## config.mk

```make
export PLATFORM = sky130hd
export DESIGN_NAME = block_lock_fsm
export DESIGN_NICKNAME = d
export VERILOG_FILES = /design/src/rtl/pcs_pkg.sv /design/src/rtl/block_lock_fsm.sv
export SDC_FILE = /design/constraint.sdc
export NUM_CORES = 1
export LEC_CHECK = 0
export BUFFER_PORTS_ARGS = -buffer_cell sky130_fd_sc_hd__buf_2
export CAP_MARGIN = 20
export CORE_MARGIN = 2
export CORE_UTILIZATION = 53
export CTS_CLUSTER_SIZE = 24
export DETAILED_ROUTE_END_ITERATION = 10
export MAX_ROUTING_LAYER = met4
export PLACE_DENSITY = 0.74
export SKIP_CTS_REPAIR_TIMING = 1
export SLEW_MARGIN = 20
export SYNTH_ARGS = -nofsm -noshare
export SYNTH_HDL_FRONTEND = slang
export SYNTH_SLANG_ARGS = --single-unit
```

## constraint.sdc

```tcl
create_clock -name i_clk -period 3.9 [get_ports i_clk]
set_clock_uncertainty 0.1 [all_clocks]
set_input_delay 0.39 -clock i_clk [delete_from_list [all_inputs] [get_ports i_clk]]
set_output_delay 0.39 -clock i_clk [all_outputs]
set_load 0.01 [all_outputs]
```

## src/rtl/pcs_pkg.sv

```systemverilog
// pcs_pkg: sync header codes and block-lock state encoding shared by the PCS RX path.
package pcs_pkg;
  localparam logic [1:0] SYNC_DATA = 2'b01;
  localparam logic [1:0] SYNC_CTRL = 2'b10;
  typedef enum logic {ST_TEST, ST_SLIP_WAIT} lock_state_t;
endpackage

```

## src/rtl/block_lock_fsm.sv

```systemverilog
// block_lock_fsm: 66b sync-header block lock, slipping the gearbox until 64 consecutive valid headers.
module block_lock_fsm
  import pcs_pkg::*;
#(
  parameter int HDR_WIDTH    = 2,
  parameter int SH_CNT_MAX   = 64,
  parameter int SH_INVLD_MAX = 16,
  parameter int SLIP_WAIT    = 32
) (
  input  logic                 i_clk,
  input  logic                 i_reset_n,
  input  logic [HDR_WIDTH-1:0] i_sync_hdr,
  input  logic                 i_hdr_valid,
  output logic                 o_slip,
  output logic                 o_block_lock,
  output logic                 o_lock_lost,
  output logic [15:0]          o_slip_cnt
);
  localparam int WW = $clog2(SLIP_WAIT + 1);
  lock_state_t state, state_n;
  logic [6:0]    sh_cnt, sh_cnt_n, sh_n;
  logic [4:0]    invld_cnt, invld_cnt_n, inv_n;
  logic [WW-1:0] wait_cnt, wait_cnt_n;
  logic          hdr_ok, ev, do_slip, win_end, wait_done;
  logic          slip_n, lock_n, lost_n;
  logic [15:0]   slip_cnt_n;

  always_ff @(posedge i_clk) begin
    if (!i_reset_n) begin
      state        <= ST_TEST;
      sh_cnt       <= '0;
      invld_cnt    <= '0;
      wait_cnt     <= '0;
      o_slip       <= 1'b0;
      o_block_lock <= 1'b0;
      o_lock_lost  <= 1'b0;
      o_slip_cnt   <= '0;
    end else begin
      state        <= state_n;
      sh_cnt       <= sh_cnt_n;
      invld_cnt    <= invld_cnt_n;
      wait_cnt     <= wait_cnt_n;
      o_slip       <= slip_n;
      o_block_lock <= lock_n;
      o_lock_lost  <= lost_n;
      o_slip_cnt   <= slip_cnt_n;
    end
  end

  // Slip outranks window end, so a 16th invalid landing on the 64th header still slips.
  always_comb begin
    hdr_ok    = (i_sync_hdr == SYNC_DATA) || (i_sync_hdr == SYNC_CTRL);
    ev        = i_hdr_valid && (state == ST_TEST);
    sh_n      = sh_cnt + 7'd1;
    inv_n     = invld_cnt + {4'd0, ~hdr_ok};
    do_slip   = ev && !hdr_ok && (!o_block_lock || inv_n == 5'(SH_INVLD_MAX));
    win_end   = ev && !do_slip && (sh_n == 7'(SH_CNT_MAX));
    wait_done = (state == ST_SLIP_WAIT) && (wait_cnt == '0);
    state_n   = do_slip ? ST_SLIP_WAIT : wait_done ? ST_TEST : state;
  end

  always_comb begin
    sh_cnt_n    = (do_slip || win_end) ? 7'd0 : ev ? sh_n : sh_cnt;
    invld_cnt_n = (do_slip || win_end) ? 5'd0 : ev ? inv_n : invld_cnt;
    wait_cnt_n  = do_slip ? WW'(SLIP_WAIT - 1) :
                  (state == ST_SLIP_WAIT && wait_cnt != '0) ? wait_cnt - 1'b1 : wait_cnt;
    slip_n      = do_slip;
    lost_n      = do_slip && o_block_lock;
    lock_n      = do_slip ? 1'b0 : (win_end && inv_n == 5'd0) ? 1'b1 : o_block_lock;
    slip_cnt_n  = (do_slip && o_slip_cnt != 16'hFFFF) ? o_slip_cnt + 16'd1 : o_slip_cnt;
  end
endmodule

```

### Word level (Yosys, flattened, before mapping)

Cells that the tools add are included.

| storage, ports and cells | value |
|---|---|
| input bits | 5 |
| output and inout bits | 19 |
| register bits | 38 |
| logic and storage cells | 48 |

| cells by class | value |
|---|---|
| add/sub/neg operators | 4 |
| reductions and logical operators | 23 |
| mux-type cells | 4 |
| eq/ne operators | 5 |
| bitwise operators | 3 |

Operators by type and width:

| kind | count |
|---|---|
| 16-bit by 1-bit adder with 16-bit output, second input constant | 1 |
| 16-bit != test, second input constant | 1 |
| 1-bit logical AND | 10 |
| 5-bit two-way mux | 2 |
| 7-bit by 1-bit adder with 7-bit output, second input constant | 1 |
| 7-bit == test, second input constant | 1 |
| 6-bit logical NOT | 1 |
| 6-bit nonzero test | 1 |
| 6-bit by 1-bit subtractor with 6-bit output, second input constant | 1 |
| 5-bit by 1-bit adder with 5-bit output | 1 |
| 5-bit == test, second input constant | 1 |
| 5-bit logical NOT | 1 |
| 2-bit nonzero test | 2 |
| 2-bit OR reduction | 2 |
| 1-bit logical NOT | 3 |
| 1-bit logical OR | 3 |
| 1-bit inverter | 3 |
| 2-bit by 1-bit == test with 1-bit output, second input constant | 1 |
| 2-bit == test, second input constant | 1 |
| 1-bit two-way mux | 2 |

### Depth between registers and ports, before layout

| logic depth | value |
|---|---|
| depth in word-level cells | 12 |
| gate-level depth with buffers | 11 |
| mapped depth without buffers | 9 |

### Least setup slack after synthesis

Ideal clock, no wire load.

| path | value |
|---|---|
| kind | input-to-reg |
| from | input port i_sync_hdr[0] |
| to | register o_slip_cnt[10] |
| buffers on the path | 1 |
| data required time | 3729 ps |
| stages | 10 |
| data arrival time | 2876 ps |
| slack | 854 ps |
| library setup time | 71 ps |
| path through | xnor2_1 > ha_1 > ha_1 > xor2_1 > or4_4 > o41ai_4 > nand3_2 > buf_6 > or4_1 > a21oi_1 |

| on the way | value |
|---|---|
| longest elaborated chain between the ends | 8 |
| elaborated cells on any way between the ends | 11 |
| those cells by class | 1 x add/sub; 3 x eq/ne; 1 x bitwise; 6 x reduce/logical |

Ends and longest elaborated chain:

| item | line | source |
|---|---|---|
| start: declaration | block_lock_fsm.sv:12 | `input logic [HDR_WIDTH-1:0] i_sync_hdr,` |
| 2-bit by 1-bit == test with 1-bit output or 2-bit == test (tied branches) | block_lock_fsm.sv:52 | `hdr_ok = (i_sync_hdr == SYNC_DATA) \|\| (i_sync_hdr == SYNC_CTRL);` |
| 1-bit logical OR * | block_lock_fsm.sv:52 |  |
| 1-bit inverter | block_lock_fsm.sv:55 | `inv_n = invld_cnt + {4'd0, ~hdr_ok};` |
| 5-bit by 1-bit adder with 5-bit output | block_lock_fsm.sv:55 |  |
| 5-bit == test | block_lock_fsm.sv:56 | `do_slip = ev && !hdr_ok && (!o_block_lock \|\| inv_n == 5'(SH_INVLD_MAX));` |
| 1-bit logical OR | block_lock_fsm.sv:56 |  |
| 1-bit logical AND * | block_lock_fsm.sv:56 |  |
| 1-bit logical AND * | block_lock_fsm.sv:70 | `slip_cnt_n = (do_slip && o_slip_cnt != 16'hFFFF) ? o_slip_cnt + 16'd1 : o_slip_cnt;` |
| end signal: assignment | block_lock_fsm.sv:46 | `o_slip_cnt <= slip_cnt_n;` |
| end: declaration | block_lock_fsm.sv:17 | `output logic [15:0] o_slip_cnt` |

Mark *: on every way between the ends. The rest lies on a longest branch, timed or not.
A chain may end at the register's enable or synchronous reset.

### Worst setup path after layout

| path | value |
|---|---|
| from | register invld_cnt[0] |
| to | register o_slip_cnt[15] |

| on the way | value |
|---|---|
| longest elaborated chain between the ends | 5 |

Ends and longest elaborated chain:

| item | line | source |
|---|---|---|
| start: declaration | block_lock_fsm.sv:22 | `logic [4:0] invld_cnt, invld_cnt_n, inv_n;` |
| start signal: assignment | block_lock_fsm.sv:41 | `invld_cnt <= invld_cnt_n;` |
| 5-bit by 1-bit adder with 5-bit output | block_lock_fsm.sv:55 |  |
| 5-bit == test | block_lock_fsm.sv:56 |  |
| 1-bit logical OR | block_lock_fsm.sv:56 |  |
| 1-bit logical AND | block_lock_fsm.sv:56 |  |
| 1-bit logical AND | block_lock_fsm.sv:70 |  |

Every way passes these cells.

==> impl_summary.txt <==
----------------------------------------------------
[Status]
  Status ... finished, final reports clean

[Timing]
  Maximum operating frequency ... 322 MHz
  Setup_tns ... 0 ps
  Actual transition at the worst max-transition pin ... 672 ps
  RSZ-0062 raised after global routing ... false
  Hold Vio Cnt, Final ... 0
  Shortest period the worst path allows ... 3100 ps
  Max Transition Viols Final ... 0
  Worst rel slew slack ... 55.2%
  Final setup vio count ... 0
  Post-route fraction of the period consumed by the critical path ... 79.6%
  Worst-case setup margin in the final layout ... 795 ps

[Yosys]
  Async set-reset flop share out of synthesis ... 0%
  Number of distinct library cells after synthesis ... 35
  Synthesized area per cell ... 8.74 µm²
  Post-synthesis sequential area ratio ... 41.6%
  Predominant post-synthesis flop cell ... sky130_fd_sc_hd__dfxtp_1
  List of most frequent post-synthesis cells ... sky130_fd_sc_hd__dfxtp_1, sky130_fd_sc_hd__nor2_1, sky130_fd_sc_hd__xor2_1, sky130_fd_sc_hd__a21oi_1, sky130_fd_sc_hd__nand2_1
  Number of synthesized flops with an enable pin ... 0
  Cell area after synthesis ... 1830 µm²
  Cells taking the most area after synthesis ... sky130_fd_sc_hd__dfxtp_1, sky130_fd_sc_hd__xor2_1, sky130_fd_sc_hd__nor2_1
  Library cell with the largest summed area after synthesis ... sky130_fd_sc_hd__dfxtp_1
  Number of storage elements in the synthesis netlist ... 38
  Cell with the most instances after synthesis ... sky130_fd_sc_hd__dfxtp_1
  Post-synthesis instance total ... 209
  Post-synth net total ... 219
  Area share of the largest cell type after synthesis ... 41.6%
  Number of synthesis warnings ... 0

[Power]
  Power density over the cells ... 362 nW/µm²
  Leakage power ... 0.000792 µW
  Largest voltage drop on the vdd net ... 0.213 mV

[Placement]
  PortBufs ... 23
  Instance area after placement ... 1970 µm²
  Global placer's final weighted congestion ... 0.800
  Place WS ... 536 ps
  Detailed placement HPWL ... 2420 µm

[Worst setup path]
  Crit path required time ... 4050 ps
  Reg-to-reg startpoint ... invld_cnt[0]$_SDFFE_PP0P_
  Startpoint kind of the worst setup timing path ... flop
  End of the worst register-to-register path ... o_slip_cnt[15]$_SDFFE_PN0P_
  Highest fanout seen on the critical path ... 21
  CP max-delay cell ... sky130_fd_sc_hd__or4_1
  Most numerous cell on the critical path ... sky130_fd_sc_hd__ha_1
  Critical Path Source ... invld_cnt[0]$_SDFFE_PP0P_
  Element type at the critical path end ... flop
  Longest individual stage delay on the worst path ... 560 ps
  Worst-case reg-to-reg path depth ... 8
  End point of the critical path ... o_slip_cnt[15]$_SDFFE_PN0P_
  Critical Path AT ... 3250 ps
  WS Path Type ... reg -> reg
  R2R setup slack ... 800 ps
  Sequence of cells on the critical path ... ha_1, ha_1, xor2_1, or4_4, o41ai_4, nand3_2, or4_1, a21oi_1

[Clock tree]
  CTS H-Tree Depth ... 2
  Clk slew on worst S/H paths ... 100 ps
  Number of buffers created by CTS ... 5
  Number of sinks driven by the clock tree ... 38
  Clock latency of the later-clocked register in the worst-skew pair ... 330 ps
  CTS tree ... done
  Clock root buffer ... sky130_fd_sc_hd__clkbuf_4
  Clock Tree Buf Depth ... 2

[Detailed routing]
  Average wire length per cell after detail routing ... 12.4 µm
  Total Wirelength ... 3470 µm
  Total vias in the final route ... 1537
  Remaining antenna violation count ... 0
  # DRC ... 0
  Avg Vias per Cell ... 5.49
  Number of DRC markers in iteration 0 ... 55
  Detailed Routing Iterations Pass 1 ... 4

[Global routing]
  Pin count of the biggest net entering global routing ... 23
  Initial antenna violation count ... 0
  Congestion Overflow GR ... 0
  Global Route Usage Sum ... 19.6%
  Via count of the first global-routing pass ... 1342
  Global-route wire length before repair ... 6000 µm

[Final layout]
  Layout Area Growth over Synthesis ... 12.1%
  Number of antenna diodes ... 0
  Final instance area ... 2050 µm²
  Layout cells sized above 1 ... 15.4%
  Total Nets Final ... 243

[Floorplan]
  Site Rows ... 21
  Starting density of the core ... 55.2%
  Ports ... 24
  Die area ... 3930 µm²
  Placeable core area ... 3310 µm²
  Overall die width ... 62.7 µm
  Die Height ... 62.7 µm

[Min path]
  Count of cells along the worst hold path ... 2
  Class of the tightest hold or removal check ... in -> reg

[Flow run]
  Maximum Capacitance Violations ... 0

----------------------------------------------------
## cell usage in the layout (no fill, tap or decap), types with 2 or more instances in the layout
cell / netlist / layout
sky130_fd_sc_hd__nand3_1: 12 / 12
sky130_fd_sc_hd__nor2_1: 25 / 25
sky130_fd_sc_hd__a21oi_1: 14 / 14
sky130_fd_sc_hd__xor2_1: 17 / 17
sky130_fd_sc_hd__and2_1: 3 / 3
sky130_fd_sc_hd__and4_1: 2 / 2
sky130_fd_sc_hd__buf_2: 0 / 23
sky130_fd_sc_hd__nor3_1: 6 / 6
sky130_fd_sc_hd__a31oi_1: 2 / 2
sky130_fd_sc_hd__buf_4: 0 / 2
sky130_fd_sc_hd__ha_1: 5 / 5
sky130_fd_sc_hd__or3_1: 7 / 7
sky130_fd_sc_hd__inv_1: 5 / 5
sky130_fd_sc_hd__and3_1: 4 / 4
sky130_fd_sc_hd__mux2i_1: 3 / 3
sky130_fd_sc_hd__o31ai_1: 3 / 3
sky130_fd_sc_hd__nor4_1: 2 / 2
sky130_fd_sc_hd__nand4_1: 11 / 11
sky130_fd_sc_hd__clkbuf_8: 0 / 3
sky130_fd_sc_hd__dfxtp_1: 38 / 38
sky130_fd_sc_hd__clkbuf_4: 0 / 5
sky130_fd_sc_hd__xnor2_1: 7 / 7
sky130_fd_sc_hd__nand2_1: 13 / 13
sky130_fd_sc_hd__or4_1: 3 / 3
sky130_fd_sc_hd__nor2b_1: 2 / 2
sky130_fd_sc_hd__o21ai_0: 7 / 7
## kinds of logic (layout without fill, tap and decap cells)
logic type,Yosys count,after routing,share of synthesized area (%)
fa+ha+maj,5,5,3.42
mux,3,3,1.64
simple gates,94,94,26.9
buf+inv,13,38,3.49
xor+xnor,24,24,11.5
flops,38,38,41.6
compound gates,32,32,11.4
## critical path: cells and delay by family, from the launching register on
| kind | cells | cell delay [ps] |
|---|---|---|
| compound gates | 2 | 520 |
| fa+ha+maj | 2 | 480 |
| simple gates | 3 | 1420 |
| flops | 1 | 330 |
| xor+xnor | 1 | 170 |
## final cells by class
type	instances	area (µm²)
Clock buffer	8	78.8
Tap cell	46	57.6
Sequential cell	38	761
Timing Repair Buffer	25	130
Fill cell	322	1260
Inverter	5	18.8
Multi-Input combinational cell	158	1000
## metal layers
| metal | global-route usage (%) | part of all wire, % | vias to the layer above | wire length, µm |
|---|---|---|---|---|
| met4 | 9.72 | 1.0 | 0 | 36 |
| met2 | 29.3 | 46 | 30 | 1580 |
| met1 | 24.3 | 49 | 708 | 1710 |
| met5 | - | 0 | - | 0 |
| li1 | - | - | 797 | - |
| met3 | 5.41 | 4.0 | 2 | 139 |
## sequential cells by signal (all words and copies together) (netlist names)
register,cells
o_slip,1
o_lock_lost,1
invld_cnt,5
o_block_lock,1
state,1
sh_cnt,7
o_slip_cnt,16
wait_cnt,6
## power breakdown
group          internal (µW)  leakage (µW)  switching (µW)
sequential               403      0.000308            15.4
clock                    123     0.0000446             117
combinational           35.7      0.000439            47.6
total                    562      0.000792             180
## per-stage QoR
step | instances | utilization (%) | total power, µW | hold slack, ps
2_1_floorplan | 209 | - | 492 | 367
3_3_place_gp | 272 | 59.5 | 508 | 381
3_5_place_dp | 272 | 59.5 | 511 | 398
4_1_cts | 280 | 61.9 | 752 | 208
5_1_grt | 280 | 61.9 | 784 | 210
6_report | 280 | 61.9 | 742 | 229
## worst min path at each step
stage	from	end
finish	i_reset_n	state$_SDFFE_PN0P_
global route	i_reset_n	state$_SDFFE_PN0P_
CTS	i_reset_n	state$_SDFFE_PN0P_
detailed placement	o_slip_cnt[15]$_SDFFE_PN0P_	o_slip_cnt[15]$_SDFFE_PN0P_
global placement	o_slip_cnt[15]$_SDFFE_PN0P_	o_slip_cnt[15]$_SDFFE_PN0P_
floorplan	invld_cnt[0]$_SDFFE_PP0P_	invld_cnt[0]$_SDFFE_PP0P_
Power figures use the tool's default switching activity.
